==> src/rtl/param_fifo.sv <==
// param_fifo: parametrised single-clock FIFO with registered read data,
// per-cycle write/read ack/err handshake and programmable almost-full/empty.
module param_fifo #(
  parameter int DATA_WIDTH = 32,
  parameter int ADDR_WIDTH = 3,
  parameter int AF_LEVEL   = 6,
  parameter int AE_LEVEL   = 2
) (
  input  logic                  clk,
  input  logic                  reset,
  input  logic                  wr_en,
  input  logic [DATA_WIDTH-1:0] din,
  input  logic                  rd_en,
  output logic [DATA_WIDTH-1:0] dout,
  output logic [ADDR_WIDTH:0]   data_count,
  output logic                  full,
  output logic                  empty,
  output logic                  almost_full,
  output logic                  almost_empty,
  output logic                  wr_ack,
  output logic                  wr_err,
  output logic                  rd_ack,
  output logic                  rd_err
);

  localparam int DEPTH = 2 ** ADDR_WIDTH;

  typedef logic [ADDR_WIDTH-1:0] addr_t;
  typedef logic [ADDR_WIDTH:0]   cnt_t;

  localparam cnt_t DEPTH_CNT = cnt_t'(DEPTH);
  localparam cnt_t AF_CNT    = cnt_t'(AF_LEVEL);
  localparam cnt_t AE_CNT    = cnt_t'(AE_LEVEL);

  // Reject illegal parameter combinations at elaboration.
  if (ADDR_WIDTH < 1 || AE_LEVEL < 0 || AE_LEVEL >= AF_LEVEL || AF_LEVEL > DEPTH) begin : g_bad_params
    $error("param_fifo: illegal parameters ADDR_WIDTH=%0d AF_LEVEL=%0d AE_LEVEL=%0d",
           ADDR_WIDTH, AF_LEVEL, AE_LEVEL);
  end

  logic [DATA_WIDTH-1:0] mem [DEPTH];
  addr_t                 head;
  addr_t                 tail;
  logic                  wa;
  logic                  ra;

  // Status flags decoded only from the registered count.
  always_comb begin
    full         = (data_count == DEPTH_CNT);
    empty        = (data_count == '0);
    almost_full  = (data_count >= AF_CNT);
    almost_empty = (data_count <= AE_CNT);
  end

  // Accept decisions; a full FIFO still takes a write if a read frees a slot
  // on the same edge, an empty FIFO never bypasses write data to the read.
  always_comb begin
    wa = wr_en & (~full | rd_en);
    ra = rd_en & ~empty;
  end

  // Storage array write port; contents deliberately not reset.
  always_ff @(posedge clk) begin
    if (wa) begin
      mem[tail] <= din;
    end
  end

  // Pointers, count, registered read data and handshake pulses.
  always_ff @(posedge clk or posedge reset) begin
    if (reset) begin
      head       <= '0;
      tail       <= '0;
      data_count <= '0;
      dout       <= '0;
      wr_ack     <= 1'b0;
      wr_err     <= 1'b0;
      rd_ack     <= 1'b0;
      rd_err     <= 1'b0;
    end else begin
      if (wa) begin
        tail <= tail + addr_t'(1);
      end
      if (ra) begin
        dout <= mem[head];
        head <= head + addr_t'(1);
      end
      case ({wa, ra})
        2'b10:   data_count <= data_count + cnt_t'(1);
        2'b01:   data_count <= data_count - cnt_t'(1);
        default: data_count <= data_count;
      endcase
      wr_ack <= wa;
      wr_err <= wr_en & ~wa;
      rd_ack <= ra;
      rd_err <= rd_en & ~ra;
    end
  end

endmodule

==> config.mk <==
export PLATFORM = sky130hd
export DESIGN_NAME = param_fifo
export DESIGN_NICKNAME = d
export VERILOG_FILES = /design/src/rtl/param_fifo.sv
export SDC_FILE = /design/constraint.sdc
export NUM_CORES = 1
export LEC_CHECK = 0
export BUFFER_PORTS_ARGS = -buffer_cell sky130_fd_sc_hd__clkbuf_2
export CAP_MARGIN = 20
export CORE_UTILIZATION = 50
export CTS_CLUSTER_DIAMETER = 30
export DETAILED_ROUTE_END_ITERATION = 6
export GPL_TIMING_DRIVEN = 0
export PLACE_DENSITY = 0.69
export SKIP_CTS_REPAIR_TIMING = 1
export SLEW_MARGIN = 10
export SYNTH_ARGS = -nofsm -noshare
export SYNTH_HDL_FRONTEND = slang
export SYNTH_SLANG_ARGS = --single-unit
==> constraint.sdc <==
create_clock -name clk -period 4.6 [get_ports clk]
set_input_delay 0.92 -clock clk [delete_from_list [all_inputs] [get_ports clk]]
set_output_delay 0.92 -clock clk [all_outputs]
set_load 0.02 [all_outputs]
# Word-level counts from Yosys, hierarchy flattened

Memory sizes are Yosys's and may differ from the RTL's. A register that Yosys moved wholly into a read port is not among the register bits.
Cells that the tools add are included.

Bits in registers: 14
Bits in latches: 0
Memory bits (writable): 256
ROM bits: 0
Input bits: 36
Logic and storage cells: 31
Memories: 1

Add/subtract/negate cells: 4
Multiply operators: 0
Divide/modulo/power cells: 0
Order comparisons: 2
Equal/unequal tests: 3
Shifts and indexed selects: 0
Muxes and demuxes: 3
Bitwise operators: 9
Reduce and logical (&&, ||, !) cells: 2

Memory list:

| name | depth | width | rd ports | clocked after Yosys merged registers in | write ports | RTL line | RTL |
|---|---|---|---|---|---|---|---|
| mem  | 8     | 32    | 1        | 1                                       | 1           | 41       | `logic [DATA_WIDTH-1:0] mem [DEPTH];` |

Operator list:

| cell                | number |
|---|---|
| $pmux 4 s2          | 1 |
| $add 3x1->3 const B | 2 |
| $add 4x1->4 const B | 1 |
| $and 1x1->1         | 4 |
| $eq 4x4->1 const B  | 1 |
| $ge 4x3->1 const B  | 1 |
| $le 4x2->1 const B  | 1 |
| $logic_not 4->1     | 1 |
| $not 1->1           | 4 |
| $sub 4x1->4 const B | 1 |
| $eq 2x1->1 const B  | 1 |
| $eq 2x2->1 const B  | 1 |
| $mux 1              | 2 |
| $reduce_bool 2->1   | 1 |
| $or 1x1->1          | 1 |

# Depth between registers and ports, before layout

Gate-level depths: netlist of the first run.

Word-level depth: 6
Mapped depth: 12
Mapped depth without buffers: 10

# Worst setup path after synthesis of the first run

No wires, ideal clock.

Path kind: input to register
Start point: input rd_en
End point: memory mem[1][0], enable pin
Data arrival time: 4.556 ns
Required time: 4.087 ns
Path slack: -0.469 ns
Stages on the path: 3
Cell sequence: nand2b_2 > o41ai_4 > nor4b_1

Cells in the longest elaborated chain, start to end: 4

Ends and longest elaborated chain:

| what                         | RTL line | RTL |
|---|---|---|
| start: declaration           | 13       | `input logic rd_en,` |
| $or 1x1->1                   | 58       | `wa = wr_en & (~full \| rd_en);` |
| $and 1x1->1                  | 58       |  |
| $mux 1                       | 64       | `if (wa) begin` |
| $mux 1 (not written as such) | 65       | `mem[tail] <= din;` |
| end: declaration             | 41       |  |

Every way passes these cells.

# Worst setup path after layout of the first run

Start point: register data_count[0]
End point: register data_count[2]

Cells in the longest elaborated chain, start to end: 6
Elaborated cells between the ends (all ways): 13

Ends and longest elaborated chain:

| what                                            | RTL line | RTL |
|---|---|---|
| start: declaration                              | 15       | `output logic [ADDR_WIDTH:0] data_count,` |
| start signal: assignment                        | 89       | `2'b10: data_count <= data_count + cnt_t'(1);` |
| start signal: assignment                        | 90       | `2'b01: data_count <= data_count - cnt_t'(1);` |
| start signal: assignment                        | 91       | `default: data_count <= data_count;` |
| $eq 4x4->1                                      | 49       | `full = (data_count == DEPTH_CNT);` |
| $not 1->1                                       | 58       |  |
| $or 1x1->1                                      | 58       |  |
| $and 1x1->1                                     | 58       |  |
| $eq 2x1->1 or $eq 2x2->1 (tied branches)        | 88       | `case ({wa, ra})` |
| $pmux 4 s2 or $reduce_bool 2->1 (tied branches) | --       |  |

Several ways; a longest one is shown, not always the timed one.
A chain may end at the register's enable or synchronous reset.

==> results of run 1 <==
-- final cells by class --
class,instances,area (um2)
flip-flops and latches,302,8840
fillers,1584,8100
multi-input cells,313,2650
clock buffers,57,1340
repair buffers,108,728
clock inverters,40,463
well taps,313,392
plain buffers,39,248
inverters,3,13.8
diodes,1,2.50
-- power breakdown --
group / internal [mW] / switching (mW)
logic: 1.15 / 1.79
clock network: 2.52 / 1.36
registers: 3.52 / 0.216
-- through the flow --
stage                     total power [mW]  worst slack [ns]  hold slack (ns)  cell area, um2  instances
after floorplan                       5.66             0.361            0.506           11700        657
after global placement                6.53             -2.41            0.465           12500       1049
after detailed placement              6.73              1.32            0.479           12900       1078
after CTS                             10.6              1.84            0.371           14700       1175
after global routing                  11.0              1.71            0.388           14700       1175
final                                 10.6              1.82            0.369           14700       1176
-- layout by cell type (no fill, tap or decap), drive strengths merged, types with 2 or more instances in the layout --
| cell type | n |
|---|---|
| inv | 11 |
| dfrtp | 46 |
| nand2 | 44 |
| mux2 | 65 |
| xor2 | 4 |
| buf | 55 |
| nand2b | 3 |
| clkinvlp | 9 |
| nor3b | 3 |
| clkbuf | 149 |
| nor3 | 4 |
| o221ai | 25 |
| o21ai | 34 |
| o22ai | 7 |
| a22oi | 25 |
| edfxtp | 256 |
| nor2b | 2 |
| nor2 | 3 |
| clkinv | 16 |
| xnor2 | 5 |
| ha | 5 |
| and2 | 2 |
| bufinv | 7 |
| a21oi | 2 |
| a221o | 7 |
| nor4 | 2 |
| mux2i | 64 |
-- worst min-delay path by stage --
stage	start	endpoint	slack, ns
after global placement	dout[9]	dout[9]	0.47
after CTS	reset	dout[9]	0.37
after floorplan	head[2]	head[2]	0.51
after global routing	reset	dout[10]	0.39
after detailed placement	dout[31]	dout[31]	0.48
final	reset	data_count[3]	0.37
-- kinds of logic after synthesis --
logic type,after synthesis
buffers and inverters,42
multiplexers,129
XOR/XNOR,9
flip-flops,302
AO/OA/AOI/OAI,103
AND/OR/NAND/NOR,67
adder cells (fa/ha/maj),5
-- sequential cells by signal (all words and copies together) (netlist names) --
| register | count |
|---|---|
| head | 3 |
| wr_ack | 1 |
| dout | 32 |
| rd_err | 1 |
| tail | 3 |
| rd_ack | 1 |
| mem | 256 |
| wr_err | 1 |
| data_count | 4 |
-- layer usage --
metal	vias up	wire [um]	part of all wire, %
li1	2951	-	-
met1	3353	10900	41
met2	231	13500	50
met3	64	1770	6.6
met4	0	709	2.6
met5	-	0	0
==> flow_metrics.env, run 1 <==
export IMPL_io_pins=80
export IMPL_synth_seq_area_share_pct=75.6
export IMPL_slew_violations=0
export IMPL_groute_usage_overall_pct=22.9
export IMPL_yosysUniqueCellTypes=41
export IMPL_setup_tns_ns=0
export IMPL_netlist_area_leader_share_pct=65.8
export IMPL_r2r_setup_slack_ns=1.82
export IMPL_async_flop_share_pct=15.2
export IMPL_regToRegEndpoint="data_count[2]"
export IMPL_start_util_pct=51.3
export IMPL_synth_xor_area_share_pct=0.674
export IMPL_routed_wl_um=26900
export IMPL_slowest_delay_ns=0.83
export IMPL_synth_area_mux_share_pct=11.7
export IMPL_synthCells=657
export IMPL_cts_buffer_depth=3
export IMPL_rows=55
export IMPL_crit_chain="buf_2 -> o41ai_4 -> ha_1 -> xor2_1 -> ha_1 -> a21oi_1 -> xor2_1 -> nor2_1 -> xor2_1"
export IMPL_cts_max_level=2
export IMPL_clk_latency_ns=0.55
export IMPL_yosys_warnings=0
export IMPL_core_area_um2=22800
export IMPL_nets=860
export IMPL_irDropWorstVdd_v=0.000396
export IMPL_ff2ff_path_depth=9
export IMPL_crit_required_ns=5.03
export IMPL_antenna_found_initial=0
export IMPL_root_buffer="clkbuf_16"
export IMPL_r2r_start="data_count[0]"
export IMPL_yosysMostFrequentCell="edfxtp_1"
export IMPL_synthTopCellsByArea="edfxtp_1 66%, dfrtp_1 9.8%, mux2_2 6.3%"
export IMPL_drt_iter0_drc=495
export IMPL_die_w_um=155
export IMPL_startpoint_type="register"
export IMPL_path_delay_family="compound AO/OA/AOI/OAI gates"
export IMPL_port_buffers=79
export IMPL_syn_nets=698
export IMPL_synth_top_family_by_area="multiplexers"
export IMPL_critPathBufInv=1
export IMPL_synth_edf_count=256
export IMPL_hold_violations=0
export IMPL_crit_cells=9
export IMPL_synth_flop_cell="edfxtp_1"
export IMPL_hold_class="primary input to async pin"
export IMPL_crit_path_max_fanout=8
export IMPL_cts_buffers=52
export IMPL_die_area_um2=24000
export IMPL_crit_path_start="data_count[0]"
export IMPL_drc=0
export IMPL_overflow=0
export IMPL_synth_fa_ha_area_share_pct=0.535
export IMPL_max_cap_violations=0
export IMPL_max_slew_margin_pct=37.7
export IMPL_grt_met1_usage_pct=28.3
export IMPL_synth_compound_area_share_pct=6.37
export IMPL_yosys_area_share_simple_pct=2.85
export IMPL_met2_usage_pct=39.8
export IMPL_grt_pass1_wl_um=40200
export IMPL_cts_sink_count=302
export IMPL_globalplace_congestion=0.731
export IMPL_outcome="finished clean"
export IMPL_tightest_slew_ns=0.930
export IMPL_drive_gt1_share_pct=35.8
export IMPL_syn_to_final_growth_pct=25.6
export IMPL_critical_path_slowest_cell="o41ai_4"
export IMPL_ys_ff_latch=302
export IMPL_max_freq_mhz=360
export IMPL_die_h_um=155
export IMPL_powerDensity_nw_per_um2=719
export IMPL_hpwl_um=17200
export IMPL_setup_viol=0
export IMPL_syn_area_per_cell_um2=17.8
export IMPL_synth_largest_area_cell="edfxtp_1"
export IMPL_use_met3_pct=5.18
export IMPL_final_util_pct=64.4
export IMPL_path_class="register to register"
export IMPL_leakagePower_nw=5.46
export IMPL_fin_crit_sh_pct=60.4
export IMPL_synthTopCellsByCount="256 x edfxtp_1, 65 x mux2_2, 64 x mux2i_1"
export IMPL_cts_reportedPaths_clkPinSlew_ns=0.05
export IMPL_rsz0062_at_grt="no"
export IMPL_routedWlPerCell_um=22.9
export IMPL_cts_tree="built"
export IMPL_cp_end_kind="register"
export IMPL_crit_end="data_count[2]"
export IMPL_first_pass_iters=4
export IMPL_syn_area_um2=11700
export IMPL_cpMostUsedCell="xor2_1"
export IMPL_grt_most_used_layer="met2"
export IMPL_viasPerCell=5.61
export IMPL_cp_arrival_ns=3.21
export IMPL_grt_max_degree=30
export IMPL_vias=6599
export IMPL_clock_skew_ns=0.0144
export IMPL_ant_nets=0
export IMPL_grt_pass1_vias=6853
export IMPL_finalCriticalPeriod_ns=2.78
No activity file was read; power rests on OpenSTA's default activity.
==> inputs of run 2 (changes only) <==
clock period = 2.3 ns   (was 4.6 ns; I/O delays follow)
==> flow_metrics.env, run 2 (synthesis gave the netlist of run 1 again) <==
export IMPL_slew_violations=0
export IMPL_diodes=0
export IMPL_final_area_um2=14900
export IMPL_viasPerCell=5.57
export IMPL_grt_pass1_wl_um=40200
export IMPL_cts_reportedPaths_clkPinSlew_ns=0.05
export IMPL_cp_end_kind="register"
export IMPL_drc=0
export IMPL_p_clk_share_pct=36.0
export IMPL_hold_class="primary input to register"
export IMPL_dp_slack_ns=-0.639
export IMPL_clock_skew_ns=0.0183
export IMPL_setup_viol=1
export IMPL_leakagePower_nw=5.53
export IMPL_cpMostUsedCell="xor2_1"
export IMPL_critPathBufInv=2
export IMPL_clk_latency_ns=0.54
export IMPL_hpwl_um=16700
export IMPL_die_w_um=155
export IMPL_crit_cells=11
export IMPL_holdWs_ns=0.191
export IMPL_finalCriticalPeriod_ns=2.36
export IMPL_fin_crit_sh_pct=102
export IMPL_slowest_delay_ns=0.47
export IMPL_globalplace_congestion=0.753
export IMPL_routedWlPerCell_um=22.8
export IMPL_placed_area_um2=13000
export IMPL_crit_required_ns=2.70
export IMPL_crit_path_start="data_count[3]"
export IMPL_largest_reg_flops=256
export IMPL_antenna_found_initial=0
export IMPL_violations="negative setup slack"
export IMPL_crit_end="data_count[2]"
export IMPL_drive_gt1_share_pct=36.9
export IMPL_rsz0062_at_grt="yes"
export IMPL_cp_arrival_ns=2.76
export IMPL_regToRegEndpoint="data_count[2]"
export IMPL_max_cap_violations=0
export IMPL_cts_buffer_depth=3
export IMPL_drt_iter0_drc=514
export IMPL_powerDensity_nw_per_um2=1430
export IMPL_outcome="finished with violations"
export IMPL_top_register="mem"
export IMPL_grt_max_degree=34
export IMPL_path_delay_family="simple AND/OR/NAND/NOR gates"
export IMPL_cts_sink_count=302
export IMPL_final_util_pct=65.3
export IMPL_final_cell_mix="256 x edfxtp_1, 82 x clkbuf_2, 65 x mux2_2, 64 x mux2i_1, 53 x clkbuf_16"
export IMPL_routed_wl_um=26800
export IMPL_first_pass_iters=5
export IMPL_die_area_um2=24000
export IMPL_cts_buffers=53
export IMPL_power_share_sequential_pct=35.6
export IMPL_overflow=0
export IMPL_path_class="register to register"
export IMPL_final_common_cell="edfxtp_1"
export IMPL_groute_usage_overall_pct=22.9
export IMPL_ant_nets=0
export IMPL_intPower_mw=14.5
export IMPL_start_util_pct=51.3
export IMPL_max_slew_margin_pct=53.8
export IMPL_vias=6555
export IMPL_dp_cells=1067
export IMPL_irDropWorstVdd_v=0.000824
export IMPL_ff2ff_path_depth=11
export IMPL_critical_path_slowest_cell="dfrtp_2"
export IMPL_setup_tns_ns=-0.0573
export IMPL_crit_path_max_fanout=8
export IMPL_setup_ws_ns=-0.0573
export IMPL_switching_share_pct=31.4
export IMPL_grt_pass1_vias=6832
export IMPL_io_pins=80
export IMPL_fillCellCount=1528
export IMPL_nets=864
export IMPL_syn_to_final_growth_pct=27.3
export IMPL_root_buffer="clkbuf_16"
export IMPL_crit_chain="nor4_4 -> nand2b_4 -> buf_12 -> inv_2 -> ha_4 -> xor2_2 -> ha_2 -> a21oi_2 -> xor2_1 -> nor2_1 -> xor2_1"
export IMPL_largestRegisters="mem: 256 flops, dout: 32 flops, data_count: 4 flops"
export IMPL_p_comb_share_pct=28.4
export IMPL_r2r_setup_slack_ns=-0.06
export IMPL_core_area_um2=22800
export IMPL_startpoint_type="register"
export IMPL_instances_no_fill=1177
export IMPL_p_switching_mw=6.67
export IMPL_tightest_slew_ns=0.694
export IMPL_power_mw=21.2
export IMPL_rows=55
export IMPL_die_h_um=155
export IMPL_cts_max_level=2
export IMPL_r2r_start="data_count[3]"
export IMPL_max_freq_mhz=424
export IMPL_hold_violations=0
export IMPL_cts_tree="built"
export IMPL_port_buffers=79
## run 2: cell types whose count changed in the layout (fill, tap and decap cells not counted), moves of 4 or more
| cell | delta |
|---|---|
| inv_6 | -5 |
| buf_16 | +5 |
| buf_6 | -9 |
| clkinv_1 | +4 |
| buf_4 | +4 |
| dfrtp_2 | +4 |
| dfrtp_1 | -4 |
## run 2: power by group through the flow
stage / Sequential (mW) / Combinational (mW) / Clock (mW)
4_1_cts: 7.49 / 6.03 / 7.70
3_5_place_dp: 7.58 / 5.99 / 0
6_report: 7.55 / 6.02 / 7.64
3_3_place_gp: 7.55 / 5.58 / 0
5_1_grt: 7.64 / 6.45 / 7.96
2_1_floorplan: 7.91 / 3.55 / 0
## run 2: final cells by class
type                    count  area, um2  share of cell area, %
plain buffers              37        259                   1.74
well taps                 313        392                   2.63
flip-flops and latches    302       8840                   59.4
clock buffers              57       1360                   9.15
multi-input cells         313       2730                   18.4
repair buffers            113        866                   5.82
inverters                   3       13.8                 0.0925
clock inverters            39        412                   2.77
## run 2: layer usage
layer	track usage [%]	share of wire [%]
met5	0	0
met4	7.59	2.0
met3	4.15	5.9
met2	38.7	51
met1	30.2	41
## run 2: worst min path at each step
stage               startpoint    endpoint  slack, ns  depth (start not counted)
finish                 din[24]  mem[0][24]       0.19                          1
global route           din[14]  mem[2][14]       0.19                          1
CTS                      reset    dout[23]      -0.08                          2
detailed placement       reset     dout[6]       0.48                          2
global placement      dout[11]    dout[11]       0.47                          2
floorplan              head[2]     head[2]       0.51                          1
## run 2: worst register-to-register path: cells and delay by family (launching register included)
kind | cells | cell delay (ns)
simple gates | 3 | 0.65
flops | 1 | 0.47
xor+xnor | 3 | 0.44
fa+ha+maj | 2 | 0.36
buf+inv | 2 | 0.19
compound gates | 1 | 0.12
==> inputs of run 3 (changes only) <==
CORE_MARGIN = 10   (was unset)
REMOVE_ABC_BUFFERS = 1   (was unset)
==> flow_metrics.env, run 3 (synthesis gave the netlist of run 1 again) <==
export IMPL_cts_reportedPaths_clkPinSlew_ns=0.05
export IMPL_die_h_um=173
export IMPL_setup_ws_ns=-0.0110
export IMPL_max_freq_mhz=433
export IMPL_max_slew_margin_pct=37.2
export IMPL_largestRegisters="mem: 256 flops, dout: 32 flops, data_count: 4 flops"
export IMPL_grt_max_degree=68
export IMPL_start_util_pct=51.2
export IMPL_irDropWorstVdd_v=0.000824
export IMPL_leakagePower_nw=5.59
export IMPL_io_pins=80
export IMPL_grt_most_used_layer="met2"
export IMPL_clock_skew_ns=0.0212
export IMPL_final_common_cell="edfxtp_1"
export IMPL_die_w_um=173
export IMPL_antenna_found_initial=2
export IMPL_hold_class="primary input to register"
export IMPL_clk_latency_ns=0.53
export IMPL_use_met3_pct=4.14
export IMPL_startpoint_type="register"
export IMPL_hpwl_um=15400
export IMPL_fillCellCount=1569
export IMPL_syn_to_final_growth_pct=27.4
export IMPL_globalplace_congestion=0.714
export IMPL_powerDensity_nw_per_um2=1430
export IMPL_cpMostUsedCell="buf_4"
export IMPL_max_cap_violations=0
export IMPL_outcome="finished with violations"
export IMPL_hold_violations=0
export IMPL_top_register="mem"
export IMPL_finalCriticalPeriod_ns=2.31
export IMPL_crit_required_ns=2.53
export IMPL_port_buffers=79
export IMPL_cts_buffers=51
export IMPL_final_cell_mix="256 x edfxtp_1, 80 x clkbuf_2, 65 x mux2_2, 64 x mux2i_1, 53 x clkbuf_16"
export IMPL_critical_path_slowest_cell="dfrtp_2"
export IMPL_viasPerCell=5.48
export IMPL_rsz0062_at_grt="yes"
export IMPL_cts_buffer_depth=3
export IMPL_grt_pass1_vias=6602
export IMPL_tightest_slew_ns=0.941
export IMPL_cts_max_level=2
export IMPL_cts_sink_count=302
export IMPL_fin_crit_sh_pct=100
export IMPL_ant_nets=0
export IMPL_multi_input_area_um2=2730
export IMPL_largest_reg_flops=256
export IMPL_cts_tree="built"
export IMPL_crit_path_max_fanout=8
export IMPL_grt_met1_usage_pct=18.2
export IMPL_rows=55
export IMPL_setup_viol=5
export IMPL_first_pass_iters=5
export IMPL_drc=0
export IMPL_dp_slack_ns=-0.788
export IMPL_core_area_um2=22800
export IMPL_nets=856
export IMPL_seqCellArea_um2=8850
export IMPL_overflow=0
export IMPL_routed_wl_um=26000
export IMPL_crit_chain="nand2b_2 -> o41ai_4 -> buf_4 -> nor4b_4 -> buf_4 -> buf_4 -> buf_4 -> buf_4"
export IMPL_grt_pass1_wl_um=37500
export IMPL_cp_end_kind="register"
export IMPL_diodes=0
export IMPL_path_class="register to register"
export IMPL_drt_iter0_drc=503
export IMPL_routedWlPerCell_um=22.3
export IMPL_cp_arrival_ns=2.54
export IMPL_violations="negative setup slack"
export IMPL_met2_usage_pct=28.3
export IMPL_root_buffer="clkbuf_16"
export IMPL_die_area_um2=29900
export IMPL_drive_gt1_share_pct=38.0
export IMPL_slew_violations=0
export IMPL_holdWs_ns=0.200
export IMPL_groute_usage_overall_pct=15.9
export IMPL_slowest_delay_ns=0.47
export IMPL_vias=6407
run 3: stage by stage:
stage | cell area (um2) | total power [mW] | utilization (%) | std cells | setup TNS, ns
2_1_floorplan | 11400 | 10.8 | - | 618 | -481.83
3_3_place_gp | 12200 | 12.0 | 53.5 | 1010 | -1135.66
3_5_place_dp | 12800 | 13.2 | 55.9 | 1048 | -34.26
4_1_cts | 14600 | 21.2 | 64.0 | 1143 | -29.46
5_1_grt | 14900 | 22.3 | 65.2 | 1170 | -1.82
6_report | 14900 | 21.4 | 65.2 | 1170 | -0.0291
run 3: per-layer routing:
layer,part of all wire (%),routed length (um),up-vias
met2,53,13700,195
met1,39,10100,3215
li1,-,-,2940
met5,0.050,13,-
met3,6.1,1580,55
met4,2.5,657,2
run 3: worst max-delay path: cells and delay by family (launching register included):
| family | cells | cell delay, ns |
|---|---|---|
| AOI/OAI and AO/OA | 1 | 0.10 |
| and+or+nand+nor | 2 | 0.48 |
| DFF | 1 | 0.47 |
| buffers and inverters | 5 | 0.95 |
run 3: path summary, 6_finish.rpt:
kind | from | endpoint | slack, ns | depth (start not counted)
worst max-delay path | data_count[3] | mem[1][8] | -0.01 | 8
worst min-delay path | din[16] | mem[3][16] | 0.20 | 1
worst max register to register | data_count[3] | mem[1][8] | -0.01 | 8
worst min register to register | dout[20] | dout[20] | 0.48 | 2
max in group asynchronous | reset | dout[5] | 1.29 | 4
min in group asynchronous | reset | dout[11] | 0.46 | 3
run 3: area by class of cell:
| cell class | count | area share, % |
|---|---|---|
| sequential | 302 | 59.4 |
| clock buffer | 60 | 9.28 |
| timing repair buffer | 142 | 7.08 |
| inverter | 3 | 0.0924 |
| multi-input combinational | 315 | 18.4 |
| tap | 313 | 2.63 |
| clock inverter | 35 | 3.14 |
run 3: report_power, final:
part / switching, mW / internal [mW]
Clock: 2.52 / 5.42
Sequential: 0.730 / 7.05
Combinational: 3.18 / 2.47
Total: 6.43 / 14.9
